[src/rtl/bcd_scan_counter.sv]
// ---------------------------------------------------------------------------
// bcd_scan_counter
//
// Multi-digit BCD up/down counter with parallel load and wrap carry, plus a
// time-multiplexed seven-segment scan driver that shares one segment bus
// across DIGITS digits with per-digit active-low anode selects.
//
// Parameters:
//   DIGITS    number of BCD digits (1..8)
//   SCAN_DIV  clk cycles each digit is shown before the scan advances (>= 2)
//
// Ports:
//   clk    system clock, rising edge
//   rst    asynchronous active-low reset
//   en     count enable, one step per cycle while high
//   load   synchronous parallel load of din (wins over en)
//   up_dn  1 = count up, 0 = count down
//   din    load value, nibble 0 is the least significant digit
//   count  current BCD value (registered)
//   carry  one-cycle pulse after a wrap in either direction (registered)
//   seg    active-low segments {g,f,e,d,c,b,a} (registered)
//   an     active-low one-hot digit select (registered)
//
// Optional build macro:
//   BCD_SCAN_LEADING_ZERO_BLANK_EN  blank digits above the most significant
//                                   nonzero digit; digit 0 is never blanked.
// ---------------------------------------------------------------------------
module bcd_scan_counter #(
   parameter int DIGITS   = 4,
   parameter int SCAN_DIV = 1000
) (
   input  logic                clk,
   input  logic                rst,
   input  logic                en,
   input  logic                load,
   input  logic                up_dn,
   input  logic [4*DIGITS-1:0] din,
   output logic [4*DIGITS-1:0] count,
   output logic                carry,
   output logic [6:0]          seg,
   output logic [DIGITS-1:0]   an
);

   localparam int DIV_W = (SCAN_DIV > 1) ? $clog2(SCAN_DIV) : 1;
   localparam int IDX_W = (DIGITS > 1) ? $clog2(DIGITS) : 1;
   localparam logic [DIV_W-1:0] DIV_LAST = DIV_W'(SCAN_DIV - 1);
   localparam logic [IDX_W-1:0] IDX_LAST = IDX_W'(DIGITS - 1);
   localparam logic [6:0] SEG_BLANK = 7'b1111111;
   localparam logic [6:0] SEG_ZERO  = 7'b1000000;

   logic [4*DIGITS-1:0] count_next;
   logic                carry_next;
   logic                ripple;

   logic [DIV_W-1:0]    div_cnt;
   logic [DIV_W-1:0]    div_next;
   logic [IDX_W-1:0]    idx;
   logic [IDX_W-1:0]    idx_next;

   logic [3:0]          sel_digit;
   logic [DIGITS-1:0]   blank;
   logic [6:0]          seg_next;
   logic [DIGITS-1:0]   an_next;

   // Active-low glyph table, bit order {g,f,e,d,c,b,a}. Non-BCD codes can
   // never reach here, they decode to blank only for completeness.
   function automatic logic [6:0] glyph(input logic [3:0] d);
      logic [6:0] g;
      case (d)
         4'd0:    g = 7'b1000000;
         4'd1:    g = 7'b1111001;
         4'd2:    g = 7'b0100100;
         4'd3:    g = 7'b0110000;
         4'd4:    g = 7'b0011001;
         4'd5:    g = 7'b0010010;
         4'd6:    g = 7'b0000010;
         4'd7:    g = 7'b1111000;
         4'd8:    g = 7'b0000000;
         4'd9:    g = 7'b0011000;
         default: g = SEG_BLANK;
      endcase
      return g;
   endfunction

   // Next count. Load clamps each nibble to 9 so count can never hold a
   // non-BCD digit. When counting, 'ripple' carries the increment/borrow
   // upward through the digits in the same cycle; if it survives past the
   // top digit the whole counter wrapped and carry fires next cycle.
   always_comb begin
      count_next = count;
      carry_next = 1'b0;
      ripple     = 1'b1;
      if (load) begin
         for (int i = 0; i < DIGITS; i++) begin
            count_next[4*i +: 4] = (din[4*i +: 4] > 4'd9) ? 4'd9 : din[4*i +: 4];
         end
      end else if (en) begin
         for (int i = 0; i < DIGITS; i++) begin
            if (ripple) begin
               if (up_dn) begin
                  if (count[4*i +: 4] == 4'd9) begin
                     count_next[4*i +: 4] = 4'd0;
                  end else begin
                     count_next[4*i +: 4] = count[4*i +: 4] + 4'd1;
                     ripple = 1'b0;
                  end
               end else begin
                  if (count[4*i +: 4] == 4'd0) begin
                     count_next[4*i +: 4] = 4'd9;
                  end else begin
                     count_next[4*i +: 4] = count[4*i +: 4] - 4'd1;
                     ripple = 1'b0;
                  end
               end
            end
         end
         carry_next = ripple;
      end
   end

   // Scan divider and digit index. The divider free-runs regardless of
   // en/load; the index advances once per divider wrap.
   always_comb begin
      div_next = div_cnt + 1'b1;
      idx_next = idx;
      if (div_cnt == DIV_LAST) begin
         div_next = '0;
         idx_next = (idx == IDX_LAST) ? '0 : idx + 1'b1;
      end
   end

   // Leading-zero detection: scanning from the top digit down, a digit is
   // blank while every digit at or above it is zero. Digit 0 is excluded so
   // a value of zero still shows a single "0".
`ifdef BCD_SCAN_LEADING_ZERO_BLANK_EN
   logic upper_zero;

   always_comb begin
      blank      = '0;
      upper_zero = 1'b1;
      for (int i = DIGITS - 1; i >= 1; i--) begin
         upper_zero = upper_zero && (count[4*i +: 4] == 4'd0);
         blank[i]   = upper_zero;
      end
   end
`else
   assign blank = '0;
`endif

   // Segment and anode decode use the next-state index so that the
   // registered seg and an always refer to the same digit. The digit value
   // comes from the current count register, which is why seg trails a count
   // change by one cycle.
   assign sel_digit = count[4*idx_next +: 4];
   assign seg_next  = blank[idx_next] ? SEG_BLANK : glyph(sel_digit);
   assign an_next   = ~(DIGITS'(1) << idx_next);

   // State and output registers.
   always_ff @(posedge clk or negedge rst) begin
      if (!rst) begin
         count   <= '0;
         carry   <= 1'b0;
         div_cnt <= '0;
         idx     <= '0;
         an      <= ~DIGITS'(1);
         seg     <= SEG_ZERO;
      end else begin
         count   <= count_next;
         carry   <= carry_next;
         div_cnt <= div_next;
         idx     <= idx_next;
         an      <= an_next;
         seg     <= seg_next;
      end
   end

endmodule
[config.mk]
export PLATFORM = sky130hd
export DESIGN_NAME = bcd_scan_counter
export DESIGN_NICKNAME = d
export VERILOG_FILES = /design/src/rtl/bcd_scan_counter.sv
export SDC_FILE = /design/constraint.sdc
export NUM_CORES = 1
export LEC_CHECK = 0
export BUFFER_PORTS_ARGS = -buffer_cell sky130_fd_sc_hd__buf_2
export CORE_MARGIN = 1
export CORE_UTILIZATION = 40
export CTS_BUF_LIST = sky130_fd_sc_hd__clkbuf_4 sky130_fd_sc_hd__clkbuf_8
export DETAILED_ROUTE_END_ITERATION = 8
export PLACE_DENSITY = 0.72
export SLEW_MARGIN = 20
export SYNTH_ARGS = -nofsm -noshare
export SYNTH_HDL_FRONTEND = slang
export SYNTH_SLANG_ARGS = --single-unit
[constraint.sdc]
create_clock -name clk -period 6.4 [get_ports clk]
set_input_delay 1.6 -clock clk [delete_from_list [all_inputs] [get_ports clk]]
set_output_delay 1.6 -clock clk [all_outputs]
set_load 0.05 [all_outputs]
Word level (Yosys, flattened, before mapping)
Memories as Yosys holds them, arrays and structs flattened. A register that Yosys moved wholly into a read port is not among the register bits.
Cells that the tools add are included.

storage, ports and cells
  flip-flop bits (word level) = 33
  bits in read-only memories = 112
  output and inout bits = 28
  logic and storage cells = 91
  memories kept = 1

operators by class
  add/subtract/negate cells = 10
  order comparisons = 4
  equal/unequal tests = 6
  shifts and indexed selects = 2
  mux-type cells = 47
  bitwise operators = 1
  reduce and logical (&&, ||, !) cells = 12

memory list
  name             depth  width  rd ports  clocked after memory_dff  wr ports  RTL line  source
  (no name shown)  16     7      1         1                         0         69        case (d)

operator list
  operator                                                             count
  4-bit two-way mux                                                    19
  16-bit two-way mux                                                   2
  1-bit two-way mux                                                    23
  4-bit by 1-bit adder with 4-bit output (second input constant)       4
  4-bit equality test (second input constant)                          4
  4-bit greater-than comparator (second input constant)                4
  4-bit zero test                                                      4
  16-bit by 5-bit indexed part select with 4-bit output                1
  4-bit by 1-bit subtractor with 4-bit output (second input constant)  4
  10-bit by 1-bit adder with 10-bit output (second input constant)     1
  10-bit equality test (second input constant)                         1
  10-bit two-way mux                                                   1
  2-bit nonzero test                                                   4
  2-bit AND reduction                                                  3
  2-bit two-way mux                                                    2
  4-bit NOT                                                            1
  1-bit by 2-bit left shift with 4-bit output (first input constant)   1
  2-bit by 1-bit adder with 2-bit output (second input constant)       1
  2-bit equality test (second input constant)                          1
  1-bit zero test                                                      1

Depth between registers and ports, before layout
Gate-level depths: netlist of the first run.

  depth after elaboration = 14
  mapped depth = 9

Worst setup path after synthesis of the first run
OpenSTA, ideal clock, no wires.

  path type = input-to-reg
  start point = in up_dn
  end point = reg count[13]
  setup time = 0.132 ns
  data arrival time = 3.281 ns
  data required time = 6.268 ns
  path slack = 2.986 ns
  stages on the path = 6
  buffers on the path = 0
  path through = or3_1 -> a2111oi_2 -> nand3_1 -> nor2_1 -> mux2i_1 -> o22ai_1

between the ends
  longest elaborated chain between the ends = 11
  elaborated cells between the ends (all ways) = 17

ends and longest elaborated chain
  what                           RTL line  source
  start: declaration             36        input logic up_dn,
  1-bit two-way mux              100       if (up_dn) begin
  1-bit two-way mux              97        end else if (en) begin
  1-bit two-way mux              93        if (load) begin
  1-bit two-way mux              99        if (ripple) begin
  1-bit two-way mux              97
  1-bit two-way mux              93
  1-bit two-way mux              99
  1-bit two-way mux              97
  1-bit two-way mux              93
  2-bit nonzero test (no line)   n/a
  2-bit AND reduction (no line)  n/a
  end signal: assignment         168       count <= count_next;
  end: declaration               38        output logic [4*DIGITS-1:0] count,

Several ways; a longest one is shown, not always the timed one. The select of a mux whose other input is x is not followed.
A chain may end at the register's enable or synchronous reset.

Final worst setup path of the first run
  start point = in up_dn
  end point = reg count[15]

The elaborated chain is that of the path after synthesis.

==> results.md, run 1 <==
- Status: finished, violations left
- Failing checks: design-rule violations
- Critical Path RT: ~6.6 ns
- Maxcap violations: 0
- CTS tree: done
- Die Y: 83.9 um
- Remaining global-route overflow: 0
- Setup TNS: 0 ns
- Critical path, cell by cell: buf_2 -> or3_1 -> a2111oi_2 -> nand3_1 -> nor3b_1 -> o22ai_1 -> a2bb2oi_1
- CTS Hold Bufs: 0
- Ys flop type: dfrtp_1
- Sequential group share of total power: 0.452
- Relative slew slack: 0.394
- First-pass GRT wire length: 10,200 um
- Crit. End Element: register
- DR vias/cell: 5.80
- Critical path class: in2reg
- Hold WC Path Type: reg2reg
- Final-report max-slew violation count: 0
- Storage element area: 1010 sq um
- Seq cells post-synth: 40
- Fill count: 622
- Gate Count Post-Synth: 313
- Multi-input combinational cell area: 1530 sq um
- Sw Pwr: 274 uW
- Reg2Reg Depth: 7
- Clock root cell: clkbuf_8
- Period minus WS final: 3.81 ns
- Longest Clk Path Bufs: 2
- Final ANT Viol Nets: 0
- Sw Ratio: 0.397
- Max Clock Skew: 0.00991 ns
- # diodes: 0
- CTS HTree Levels: 2
- FMAX: 262 MHz
- Post-synth top cells: dfrtp_1, nand2_1, a21oi_1, o21ai_0, nor2_1
- Pwr dens: ~230 nW/um^2
- Hold Fails Final Rpt: 0
- Post_cts resized: 0
- Vias: 2,436
- Setup violators final: 0
- Largest net degree at the start of global routing: 48
- Logic gate share of total power: 0.302
- Final worst-path cycle share: 0.596
- Post-synth EDFFs: 0
- Startpoint Class: input port
- Layout net count: approximately 370
- Fraction of registers with async set/reset: 1.00
- Sequential fraction of the synthesis area: 0.375
- Remaining DRCs: 1
- Synth area leader: dfrtp_1
- Largest delay share family, worst path: simple AND/OR/NAND/NOR gates
- Hpwl dp: 4000 um
- Clock network power share: 0.246
- Initial antenna violation count: 0
- Unrepaired setup endpoints after global routing: false
- Netlist cell types: 62
- Static Leakage: 0.00128 uW
- Warnings, synthesis: 0
- Clk slew on worst S/H paths: 0.09 ns
- Layout Utilization: 0.467
- Netlist Area Pre-Place: about 2700 sq um
- CP max stage delay: roughly 0.62 ns
- Setup Fix Bufs, Post-CTS: 0
- Skew-Pair Late Insertion Delay: 0.30 ns
- Layout cells sized above 1: 0.210
- Core Rows: 29
- Total GRT Usage: 0.176
- CP max FO: 47
- P_int: around 420 uW
- Drt first pass iters: 7
- CP max-delay cell: a2111oi_2
- GPL Wtd Cong: 0.865
- CP bufs+invs: 1
- Vias in the first global route: 2,230
- Worst VDD drop: between 0.08 and 0.09 mV
- Dominant cell by count in the synthesized netlist: dfrtp_1
- Least-Margin Pin Slew: 0.904 ns
- Arr. time, crit path: between 4 and 5 ns
- WL per Instance: 14.0 um
- Syn Area/Cell: roughly 8.6 sq um
- Synth area leaders: dfrtp_1, a21oi_1, o21ai_0, dfstp_2, nand2_1
- Hold Path Cell Cnt: 1
- Ports: between 40 and 50
- Die area: between 7000 and 8000 sq um
- Cts bufs inserted: 5
- Yosys top cell area share: 0.336
- Syn Nets: between 300 and 400
- WP depth: 7
- Num Clock Sinks: 40
- Routed WL: 5880 um
- CORE AREA: approximately 6400 sq um
- Drt initial violations: 118
- Die Width: 83.9 um
- Initial Util: 0.418
- IO Port Bufs: 48
- Area Growth Syn to Fin: 11.7%
[through the flow]
stage,setup WS (ns),instances,power (uW),hold slack (ns),instance area [sq um]
6_report,2.59,420,690,0.481,3000
5_1_grt,2.32,420,730,0.516,3000
4_1_cts,2.61,420,696,0.485,3000
3_5_place_dp,2.30,412,526,0.474,2910
3_3_place_gp,2.37,412,523,0.471,2910
2_1_floorplan,2.99,313,475,0.448,2680
[layout make-up]
class / count / area share
multi-input combinational: 238 / 0.512
sequential: 40 / 0.336
timing repair buffer: 48 / 0.0801
tap: 77 / 0.0321
clock buffer: 5 / 0.0230
inverter: 9 / 0.0113
clock inverter: 3 / 0.00626
[state kept, by name (all words and copies together) (netlist names)]
| name | flops |
|---|---|
| an | 4 |
| idx | 2 |
| carry | 1 |
| div_cnt | 10 |
| seg | 7 |
| count | 16 |
[final timing paths]
path	slack, ns	from	end
max in group asynchronous	4.41	rst	count[6]
min in group asynchronous	1.42	rst	count[4]
worst max-delay path	2.59	up_dn	count[15]
worst min-delay path	0.48	div_cnt[0]	div_cnt[0]
worst max register to register	3.37	div_cnt[0]	seg[6]
worst min register to register	0.48	div_cnt[0]	div_cnt[0]
[metal layers]
metal / up-vias / share of wire / track usage / routed length, um
met5: - / 0 / 0 / 0
met1: 1143 / 0.46 / 0.231 / 2730
li1: 1221 / - / - / -
met2: 63 / 0.47 / 0.291 / 2750
met3: 9 / 0.055 / 0.0346 / 321
met4: 0 / 0.013 / 0.0580 / 75
[cell families (layout without fill, tap and decap cells)]
group / after synthesis / after routing / synth area share
muxes: 5 / 5 / 0.0191
adders and majority gates: 3 / 3 / 0.0140
xor gates and xnor gates: 16 / 16 / 0.0522
and+or+nand+nor: 111 / 111 / 0.223
buffers and inverters: 35 / 65 / 0.0536
AOI/OAI and AO/OA: 103 / 103 / 0.263
DFF: 40 / 40 / 0.375
[cells in the final DEF (no fill, tap or decap), types with 3 or more instances in the layout]
master | Yosys | final
o21a_1 | 4 | 4
o31ai_1 | 5 | 5
nand4_1 | 4 | 4
o211ai_1 | 3 | 3
nand2_1 | 28 | 28
ha_1 | 3 | 3
nand2b_1 | 8 | 8
and3_1 | 6 | 6
o22ai_2 | 3 | 3
mux2i_1 | 4 | 4
o22ai_1 | 8 | 8
a21oi_1 | 24 | 24
nor3_1 | 7 | 7
nor2b_1 | 3 | 3
or3_1 | 3 | 3
clkbuf_8 | 0 | 5
nor2_1 | 21 | 21
xnor2_1 | 9 | 9
nand3_1 | 14 | 14
xor2_1 | 7 | 7
dfstp_2 | 4 | 4
dfrtp_1 | 36 | 36
buf_2 | 3 | 48
o21ai_0 | 24 | 24
o311ai_0 | 4 | 4
inv_1 | 9 | 9
o32ai_1 | 4 | 4
[power groups by stage]
stage / Clock, uW / Sequential (uW) / Combinational [uW]
floorplan: 0 / 372 / 104
global placement: 0 / 316 / 207
detailed placement: 0 / 317 / 209
CTS: 174 / 312 / 210
global route: 187 / 318 / 225
finish: 169 / 312 / 209
(Power assumes the default switching activity.)
==> inputs of run 2 (changes only) <==
Settings changed: ABC_AREA set to 1.
Clock period 6.4 ns to 3.7 ns, I/O delays scaled along.
==> run 2 against run 1 <==
  * Sequential power rose by 71%
  * The flow now finishes without violations
  * Final area rose by 3.0%
  * Worst setup slack got worse by 1.1 ns
  * Largest power group unchanged
==> results.md, run 2 <==
- Status: finished clean
- Post-synth EDFFs: 0 (unchanged)
- Setup TNS: 0 ns (unchanged)
- Dominant cell by count in the synthesized netlist: nand2_1
- Worst hold slack: 0.468 ns (-0.0129 ns)
- FMAX: ~450 MHz
- Fraction of registers with async set/reset: 1.00 (unchanged)
- DR vias/cell: 5.18 (-11%)
- Setup Fix Bufs, Post-CTS: 0 (unchanged)
- P_int: 816 uW (+96%)
- Critical Path RT: 3.89 ns (-2.74 ns)
- Sw Ratio: 0.405 (+0.00796)
- Netlist cell types: 33 (-47%)
- Max Clock Skew: 0.00485 ns (-0.00505 ns)
- Worst reg2reg path startpoint: div_cnt[0]
- Crit. End Element: register
- Hpwl dp: 4790 um (+20%)
- Remaining global-route overflow: 0 (unchanged)
- Routed WL: 6390 um (+8.7%)
- Drt first pass iters: 4 (-3)
- Syn Nets: 395 (+17%)
- Sequential group share of total power: 0.390 (-0.062)
- IO Port Bufs: 48 (unchanged)
- Most frequent cells in the layout: nand2_1, buf_2, inv_1, nand3_1, dfrtp_1
- Adder-cell area share of the yosys netlist: 0.0141 (+0.000138)
- Die area: 6970 sq um (-0.95%)
- CTS HTree Levels: 2 (unchanged)
- Sw Pwr: 555 uW (+100%)
- Hold WC Path Type: reg2reg
- Largest family of logic cells by synthesized area: simple AND/OR/NAND/NOR gates
- GPL Wtd Cong: 0.904 (+4.4%)
- Logic gate share of total power: 0.343 (+0.041)
- Final ANT Viol Nets: 0 (unchanged)
- CORE AREA: 6390 sq um (-0.57%)
- Commonest non-fill, non-tap cell in the layout: nand2_1
- First-pass GRT wire length: 11,400 um (+11%)
- Final-report max-slew violation count: 0 (unchanged)
- Synth area leaders: dfrtp_1, nand2_1, nand3_1, inv_1, o21ai_0
- WHS Endpoint: div_cnt[0]
- Drt initial violations: 88 (-25%)
- Largest register FFs: 16 (unchanged)
- Vias in the first global route: 2,639 (+18%)
- Initial Util: 0.416 (-0.00174)
- Area Growth Syn to Fin: 16.1%
- Largest Register: count
- Mux share of post-synthesis cell area: 0 (-0.0191)
- Post-Synth Simple-Gate Area: 0.369 (+0.145)
- Ys flop type: dfrtp_1
- CTS tree: done
- Flop2flop setup slack: 1.48 ns (-1.89 ns)
- Least-Margin Pin Slew: 0.870 ns (-0.0339 ns)
- Synth area leader: dfrtp_1
- Ports: 49 (unchanged)
- Clk slew on worst S/H paths: 0.08 ns (about the same)
- Warnings, synthesis: 0 (unchanged)
- Critical path class: reg2reg
- Cts bufs inserted: 5 (unchanged)
- Largest regs: count: 16 flops, div_cnt: 10 flops, seg: 7 flops
- CP max FO: 10 (-79%)
- Arr. time, crit path: 2.42 ns (-1.62 ns)
- Post-Synth XOR/XNOR Area: 0.0198 (-0.0324)
- Startpoint Class: register
- CP max-delay cell: dfrtp_1
- # diodes: 0 (unchanged)
- Post_cts resized: 0 (unchanged)
- Longest Clk Path Bufs: 2 (unchanged)
- Syn Area/Cell: 7.16 sq um (-16%)
- Setup violators final: 0 (unchanged)
- Worst VDD drop: 0.230 mV (+160%)
- Min-delay src: div_cnt[0]
- R2r endpoint: seg[5]
- Synth Area in Compound Gates: 0.146 (-0.117)
- Remaining DRCs: 0 (-1)
- Relative slew slack: 0.420 (+0.0262)
- CTS Hold Bufs: 0 (unchanged)
- Core Rows: 29 (unchanged)
- Period minus WS final: 2.22 ns
- Total GRT Usage: 0.200 (+0.0233)
- Clock network power share: 0.268 (+0.022)
- Yosys top cell area share: 0.339 (+0.00332)
- Num Clock Sinks: 40 (unchanged)
- Layout net count: 445 (+22%)
- Skew-Pair Late Insertion Delay: 0.30 ns (about the same)
- Netlist Area Pre-Place: 2660 sq um (-0.98%)
- Initial antenna violation count: 0 (unchanged)
- Hold Fails Final Rpt: 0 (unchanged)
- Largest net degree at the start of global routing: 41 (-15%)
- WL per Instance: 12.8 um (-8.5%)
- Hold Path Cell Cnt: 1 (unchanged)
- Die Y: 83.5 um (-0.48%)
- Final worst-path cycle share: 0.601
- Critical path, cell by cell: ha_1 -> nand2_1 -> nor2_4 -> nand3_4 -> clkinv_2 -> nand2_2 -> nand2_4 -> nand3_2 -> nand2_2 -> inv_1 -> ha_1 -> inv_1 -> nand3_1 -> nand3_1 -> nand2_1
- Reg2Reg Depth: 15 (+8)
- Unrepaired setup endpoints after global routing: false
- Vias: 2,585 (+6.1%)
- CP max stage delay: 0.38 ns (-0.24 ns)
- Gate Count Post-Synth: 371 (+19%)
- Die Width: 83.5 um (-0.48%)
- Clock root cell: clkbuf_8
- Sequential fraction of the synthesis area: 0.379 (+0.00371)
- Maxcap violations: 0 (unchanged)
- Pwr dens: 444 nW/um^2 (+93%)
- Static Leakage: 0.00159 uW (+24%)
- Post-synth top cells: nand2_1, inv_1, nand3_1
- Seq cells post-synth: 40 (unchanged)
- Layout cells sized above 1: 0.220 (+0.0105)
## run 2: changes by cell type in the layout (fill, tap and decap cells not counted), moves of 5 or more
cell and change:
nand2_2 +11, xnor2_1 -9, nor2_1 +9, nand2_4 +5
nand2_1 +72, o22ai_1 -8, nand2b_1 -8, inv_1 +32
nand3_1 +24, and3_1 -6, a21oi_1 -9
## run 2: layer usage
| metal | part of all wire | vias up | track usage |
|---|---|---|---|
| met2 | 0.48 | 67 | 0.344 |
| met3 | 0.056 | 9 | 0.0326 |
| met5 | 0 | - | 0 |
| met4 | 0.012 | 0 | 0.0817 |
| met1 | 0.45 | 1189 | 0.249 |
| li1 | - | 1320 | - |
## run 2: through the flow
stage	util	cell area, sq um	setup WS [ns]	instances	total power, uW
after floorplan	-	2660	1.63	371	888
after global placement	0.466	2980	1.39	491	1010
after detailed placement	0.466	2980	1.33	491	1010
after CTS	0.483	3090	1.45	499	1380
after global routing	0.483	3090	1.24	499	1450
final	0.483	3090	1.48	499	1370
## run 2: logic make-up (layout without fill, tap and decap cells)
group / Yosys count / in the layout
simple gates: 208 / 208
compound gates: 63 / 63
buf+inv: 51 / 102
flops: 40 / 40
xor+xnor: 6 / 6
fa+ha+maj: 3 / 3
## run 2: power groups by stage
stage | Combinational (uW) | Sequential (uW) | Clock, uW
2_1_floorplan | 209 | 679 | 0
3_5_place_dp | 468 | 542 | 0
5_1_grt | 516 | 542 | 391
4_1_cts | 470 | 534 | 377
6_report | 470 | 534 | 367
3_3_place_gp | 466 | 541 | 0
## run 2: how the worst max path moves through the flow
| stage | start | endpoint | slack [ns] | depth (start not counted) |
|---|---|---|---|---|
| floorplan | up_dn | count[14] | 1.63 | 9 |
| global placement | up_dn | count[14] | 1.39 | 8 |
| detailed placement | load | count[7] | 1.33 | 5 |
| CTS | div_cnt[0] | seg[5] | 1.45 | 15 |
| global route | div_cnt[0] | seg[5] | 1.24 | 15 |
| finish | div_cnt[0] | seg[5] | 1.48 | 15 |
## run 2: area by class of cell
class | instances | area [sq um]
fillers | 639 | 3300
multi-input cells | 280 | 1460
flip-flops and latches | 40 | 1010
repair buffers | 48 | 240
inverters | 46 | 174
well taps | 77 | 96.3
clock buffers | 6 | 76.3
clock inverters | 2 | 35.0
## run 2: critical path: cells and delay by family, from the launching register on
family | cells | cell delay, ns
adder cells (fa/ha/maj) | 2 | 0.37
buffers and inverters | 3 | 0.27
flip-flops | 1 | 0.38
AND/OR/NAND/NOR | 10 | 1.08
